## src/rtl/add_acc_pkg.sv

```systemverilog
// Shared mode encodings and handshake FSM state type for the add/accumulate unit.
package add_acc_pkg;
  localparam logic MODE_ADD = 1'b0;
  localparam logic MODE_ACC = 1'b1;

  typedef enum logic {
    ST_EMPTY = 1'b0,
    ST_FULL  = 1'b1
  } state_t;
endpackage

```

## src/rtl/param_add_acc_if.sv

```systemverilog
// Operand/result handshake bundle between producer, add/accumulate unit and consumer.
interface param_add_acc_if #(
  parameter int unsigned WIDTH = 4,
  parameter int unsigned CNT_W = 8
);
  logic             in_valid;
  logic             in_ready;
  logic [WIDTH-1:0] a;
  logic [WIDTH-1:0] b;
  logic             mode;
  logic             clear;
  logic             out_valid;
  logic             out_ready;
  logic [WIDTH-1:0] sum;
  logic             overflow;
  logic [CNT_W-1:0] ovf_count;

  modport master (
    output in_valid, a, b, mode, clear, out_ready,
    input  in_ready, out_valid, sum, overflow, ovf_count
  );

  modport slave (
    input  in_valid, a, b, mode, clear, out_ready,
    output in_ready, out_valid, sum, overflow, ovf_count
  );
endinterface

```

## src/rtl/sat_counter.sv

```systemverilog
// Saturating event counter; a clear coinciding with an event restarts the count at one.
module sat_counter #(
  parameter int unsigned CNT_W = 8
) (
  input  logic             clk,
  input  logic             rst,
  input  logic             clr,
  input  logic             inc,
  output logic [CNT_W-1:0] count
);
  localparam logic [CNT_W-1:0] CNT_MAX = '1;

  always_ff @(posedge clk) begin
    if (rst) begin
      count <= '0;
    end else if (clr) begin
      count <= CNT_W'(inc);
    end else if (inc && (count != CNT_MAX)) begin
      count <= count + CNT_W'(1);
    end
  end
endmodule

```

## src/rtl/param_add_acc.sv

```systemverilog
// Handshaked add/accumulate unit with registered result, carry flag and overflow event count.
// Optional clamping of the result on carry when SATURATE_EN is defined.
module param_add_acc
  import add_acc_pkg::*;
#(
  parameter int unsigned WIDTH = 4,
  parameter int unsigned CNT_W = 8
) (
  input  logic            clk,
  input  logic            rst,
  param_add_acc_if.slave  bus
);
  state_t           state;
  logic [WIDTH-1:0] acc;
  logic [WIDTH-1:0] acc_eff;
  logic [WIDTH-1:0] op_x;
  logic [WIDTH-1:0] op_y;
  logic [WIDTH:0]   raw;
  logic [WIDTH-1:0] res;
  logic             carry;
  logic             accept;

  assign bus.in_ready = (state == ST_EMPTY) | bus.out_ready;
  assign accept       = bus.in_valid & bus.in_ready;

  // A clear arriving with a beat makes that beat accumulate from zero.
  always_comb begin
    acc_eff = bus.clear ? '0 : acc;
    op_x    = bus.a;
    op_y    = bus.b;
    if (bus.mode != MODE_ADD) begin
      op_x = acc_eff;
      op_y = bus.a;
    end
    raw   = {1'b0, op_x} + {1'b0, op_y};
    carry = raw[WIDTH];
`ifdef SATURATE_EN
    res   = carry ? '1 : raw[WIDTH-1:0];
`else
    res   = raw[WIDTH-1:0];
`endif
  end

  always_ff @(posedge clk) begin
    if (rst) begin
      state         <= ST_EMPTY;
      bus.out_valid <= 1'b0;
      bus.sum       <= '0;
      bus.overflow  <= 1'b0;
      acc           <= '0;
    end else begin
      if (accept) begin
        state         <= ST_FULL;
        bus.out_valid <= 1'b1;
        bus.sum       <= res;
        bus.overflow  <= carry;
        acc           <= res;
      end else begin
        if ((state == ST_FULL) && bus.out_ready) begin
          state         <= ST_EMPTY;
          bus.out_valid <= 1'b0;
        end
        if (bus.clear) begin
          acc <= '0;
        end
      end
    end
  end

  sat_counter #(.CNT_W(CNT_W)) u_ovf_cnt (
    .clk   (clk),
    .rst   (rst),
    .clr   (bus.clear),
    .inc   (accept & carry),
    .count (bus.ovf_count)
  );
endmodule

```

## src/flat_wrapper.sv

```systemverilog
// flat-port wrapper written by rule: the top's interface ports become plain ports
module param_add_acc_flat import add_acc_pkg::*;
#(
  parameter int unsigned WIDTH = 4,
  parameter int unsigned CNT_W = 8
)
  (clk, rst, bus_in_valid, bus_a, bus_b, bus_mode, bus_clear, bus_out_ready, bus_in_ready, bus_out_valid, bus_sum, bus_overflow, bus_ovf_count);
  param_add_acc_if #(.WIDTH(WIDTH), .CNT_W(CNT_W)) bus_i ();
  input  logic clk;
  input  logic rst;
  input wire logic [$bits(bus_i.in_valid)-1:0] bus_in_valid;
  input wire logic [$bits(bus_i.a)-1:0] bus_a;
  input wire logic [$bits(bus_i.b)-1:0] bus_b;
  input wire logic [$bits(bus_i.mode)-1:0] bus_mode;
  input wire logic [$bits(bus_i.clear)-1:0] bus_clear;
  input wire logic [$bits(bus_i.out_ready)-1:0] bus_out_ready;
  output wire logic [$bits(bus_i.in_ready)-1:0] bus_in_ready;
  output wire logic [$bits(bus_i.out_valid)-1:0] bus_out_valid;
  output wire logic [$bits(bus_i.sum)-1:0] bus_sum;
  output wire logic [$bits(bus_i.overflow)-1:0] bus_overflow;
  output wire logic [$bits(bus_i.ovf_count)-1:0] bus_ovf_count;
  assign bus_i.in_valid = bus_in_valid;
  assign bus_i.a = bus_a;
  assign bus_i.b = bus_b;
  assign bus_i.mode = bus_mode;
  assign bus_i.clear = bus_clear;
  assign bus_i.out_ready = bus_out_ready;
  assign bus_in_ready = bus_i.in_ready;
  assign bus_out_valid = bus_i.out_valid;
  assign bus_sum = bus_i.sum;
  assign bus_overflow = bus_i.overflow;
  assign bus_ovf_count = bus_i.ovf_count;
  param_add_acc #(.WIDTH(WIDTH), .CNT_W(CNT_W)) u_core (.clk(clk), .rst(rst), .bus(bus_i));
endmodule
```

## config.mk

```make
export PLATFORM = sky130hd
export DESIGN_NAME = param_add_acc_flat
export DESIGN_NICKNAME = d
export VERILOG_FILES = /design/src/rtl/add_acc_pkg.sv /design/src/rtl/param_add_acc_if.sv /design/src/rtl/sat_counter.sv /design/src/rtl/param_add_acc.sv /design/src/flat_wrapper.sv
export SDC_FILE = /design/constraint.sdc
export NUM_CORES = 1
export LEC_CHECK = 0
export BUFFER_PORTS_ARGS = -buffer_cell sky130_fd_sc_hd__buf_2
export CAP_MARGIN = 20
export CORE_ASPECT_RATIO = 1.4
export CORE_UTILIZATION = 37
export CTS_CLUSTER_DIAMETER = 120
export DETAILED_ROUTE_END_ITERATION = 10
export HOLD_SLACK_MARGIN = 0.05
export PLACE_DENSITY = 0.63
export REMOVE_ABC_BUFFERS = 1
export SLEW_MARGIN = 20
export SYNTH_ARGS = -nofsm -noshare
export SYNTH_HDL_FRONTEND = slang
export SYNTH_SLANG_ARGS = --single-unit
```

## constraint.sdc

```tcl
create_clock -name clk -period 8 [get_ports clk]
set_input_delay 1.6 -clock clk [delete_from_list [all_inputs] [get_ports clk]]
set_output_delay 1.6 -clock clk [all_outputs]
set_load 0.01 [all_outputs]
```

==> key figures <==
Status
  – Status: finished, final reports clean

Layout
  – Highest-count cells in the layout ignoring fill and taps: buf_2 (28), dfxtp_1 (18), nand2_1 (17)
  – Fin cells: 184
  – Share of cells above drive strength 1: 31.08%
  – Util after Layout: 46.24%
  – Antenna diode count: 0
  – Area growth from synthesis to layout: 14.60%
  – Layout net count: 170
  – Commonest non-fill, non-tap cell in the layout: buf_2

GRT
  – Total Routing Usage GR: 16.92%
  – Number of global-route vias before repair: 920
  – First-pass GRT wire length: 3.829 mm
  – GRT Residual Overflow: 0
  – Initial antenna violation count: 0
  – Largest net degree at the start of global routing: 18

Worst setup path
  – Worst path max stage delay: 0.26 ns
  – CP Data Required Time: 6.40 ns
  – CP max FO: 7
  – Critical Path, Cell by Cell: buf_2 > nand2b_1 > buf_2
  – Nature of the critical path endpoint: output port
  – Slowest CP cell: nand2b_1
  – Top cell by count, worst path: buf_2
  – CP Class: input port to output port
  – CP Data Arrival Time: 2.15 ns
  – Startpoint types: input port

Timing
  – RSZ-0062 raised after global routing: false
  – Hold WS: 0.4587 ns
  – Fin Setup TNS: 0 ns
  – Fmax achieved: 266.5 MHz
  – Slew HR: 72.55%
  – # setup viols final: 0
  – Tcrit/Tclk final: 46.91%
  – Hold Vio Cnt, Final: 0
  – Least-Margin Pin Slew: 0.4116 ns
  – Worst Skew: 0.001614 ns
  – Minimum clock period: 3.753 ns
  – Slew Viols, Final: 0

Placed design
  – Placed insts: 181
  – Placer congestion estimate: 0.7175
  – I/O Buffers: 28
  – Final HPWL DP: 1.727 mm

Clock tree
  – Clock latency on the worst-skew pair: 0.29 ns
  – Post-CTS repair timing setup buffer count: 0
  – CTS sink count: 18
  – Cts bufs inserted: 3
  – Cts hold-fix bufs: 0
  – Clock Root Buffer: clkbuf_4
  – Gates resized, CTS repair: 0
  – CTS Buffer Depth: 2
  – CTS tree: yes
  – Max H-tree Level: 1
  – Reg clk slew, reported paths: 0.10 ns

Detailed routing
  – WL met2: 1.135 mm
  – Initial DRC count: 14
  – DR vias: 963
  – 1st-pass router iterations: 4
  – Top sig layer: met4
  – Met1 wire length: 971 um
  – Vias per inst: 5.234
  – Met3 wire len: 75 um
  – Detailed Route WL: 2.223 mm
  – ANT nets after route: 0
  – Routed WL per cell: 12.08 um
  – Residual DRC: 0

Die
  – Initial Util: 40.35%
  – Die Width: 47.84 um
  – Core region area: 2698 um2
  – Num ports: 29
  – Row Count: 22
  – Die area: 3166 um2
  – Die H: 66.18 um

Power and ir drop
  – Sequential power share: 53.6%
  – Comb power frac: 21.5%
  – Switch share: 27.86%
  – Sw Pwr: 0.05015 mW
  – Internal: 0.1299 mW
  – Total power: 0.1801 mW
  – Pleak: 0.5240 nW
  – Peak VDD IR: 74.38 uV
  – Clk pwr share: 24.9%
  – Power Density: 144.3 nW/um2

Yosys
  – Post-synth EDFFs: 0
  – Post-Synth Simple-Gate Area: 23.33%
  – Distinct cells, synth: 41
  – Synth top area share: 33.10%
  – Synth Cell Area: 1089 um2
  – Post-synthesis mux area share: 10.11%
  – Mapped Cells: 123
  – Mean Syn Cell Area: 8.850 um2
  – Largest cells by area after synthesis: dfxtp_1 (33%), mux2_2 (8.3%), nand2_1 (5.9%)
  – Main combinational cell family by area after synthesis: simple AND/OR/NAND/NOR gates
  – Post-synthesis sequential area ratio: 33.10%
  – Ys Warns: 0
  – Main synth FF type: dfxtp_1
  – Synth async-reset ratio: 0%
  – Synth Area in XOR/XNOR: 0.8046%
  – Compound-gate portion of the synthesized area: 17.82%
  – FF+latch count, synth: 18
  – Post-synth top area cell: dfxtp_1
  – Adder-Cell Fraction of Synth Area: 7.586%

Job
  – Max cap viols: 0

Hold path
  – Worst hold path type: flop to flop
-- cell type report --
class / instances / area, um2
clock buffer: 3 / 22.52
fill: 279 / 1450
inverter: 8 / 30.03
multi-input combinational: 91 / 649.4
sequential: 18 / 360.3
tap: 36 / 45.04
timing repair buffer: 28 / 140.1
-- power by group through the flow --
stage | Clock, mW | Sequential (mW) | Combinational (mW)
6_report | 0.0448 | 0.0965 | 0.0388
5_1_grt | 0.0525 | 0.0972 | 0.0433
4_1_cts | 0.0478 | 0.0966 | 0.0394
3_5_place_dp | 0 | 0.0986 | 0.0391
3_3_place_gp | 0 | 0.0984 | 0.0381
2_1_floorplan | 0 | 0.0999 | 0.0235
-- metrics by stage --
step,cell area [um2],setup WS [ns]
2_1_floorplan,1040,4.392
3_3_place_gp,1225,4.108
3_5_place_dp,1225,4.009
4_1_cts,1247,4.222
5_1_grt,1247,4.155
6_report,1247,4.247
-- worst paths after layout --
path / start / end / slack, ns / cells past startpoint
setup / recovery: bus_out_ready / bus_in_ready / 4.25 / 3
hold / removal: u_core.bus.sum[0] / u_core.bus.sum[0] / 0.46 / 2
setup reg to reg: u_core.acc[0] / u_core.u_ovf_cnt.count[4] / 5.48 / 9
hold reg to reg: u_core.bus.sum[0] / u_core.bus.sum[0] / 0.46 / 2
-- metal layers --
layer  global-route usage [%]  vias to the layer above
met3                    3.005                        4
met4                    11.46                        0
met5                        0                        -
met2                    26.35                       24
met1                    20.03                      446
li1                         -                      489
-- state kept, by name (all words and copies together), names as in the netlist --
register                flops
u_core.bus.overflow         1
u_core.acc                  4
u_core.bus.sum              4
u_core.bus.out_valid        1
u_core.u_ovf_cnt.count      8
-- Yosys cell counts (3+ instances only) --
| master | count |
|---|---|
| o21ai_0 | 5 |
| inv_1 | 8 |
| nand3b_1 | 3 |
| nand2_1 | 17 |
| nand3_1 | 4 |
| ha_1 | 5 |
| a21oi_1 | 9 |
| nor2_1 | 3 |
| nor2b_1 | 3 |
| dfxtp_1 | 18 |
| o31ai_1 | 3 |
| mux2_2 | 8 |
-- cell families (layout without fill, tap and decap cells) --
logic type                 Yosys count  after routing
AOI/OAI and AO/OA                   27             27
and+or+nand+nor                     47             47
buffers and inverters               14             39
muxes                               10             10
adders and majority gates            6              6
DFF                                 18             18
xor gates and xnor gates             1              1
-- critical path, delay by kind of cell --
family | cells | cell delay [ns]
simple gates | 1 | 0.26
buf+inv | 2 | 0.29
No activity file was read; power rests on OpenSTA's default activity.
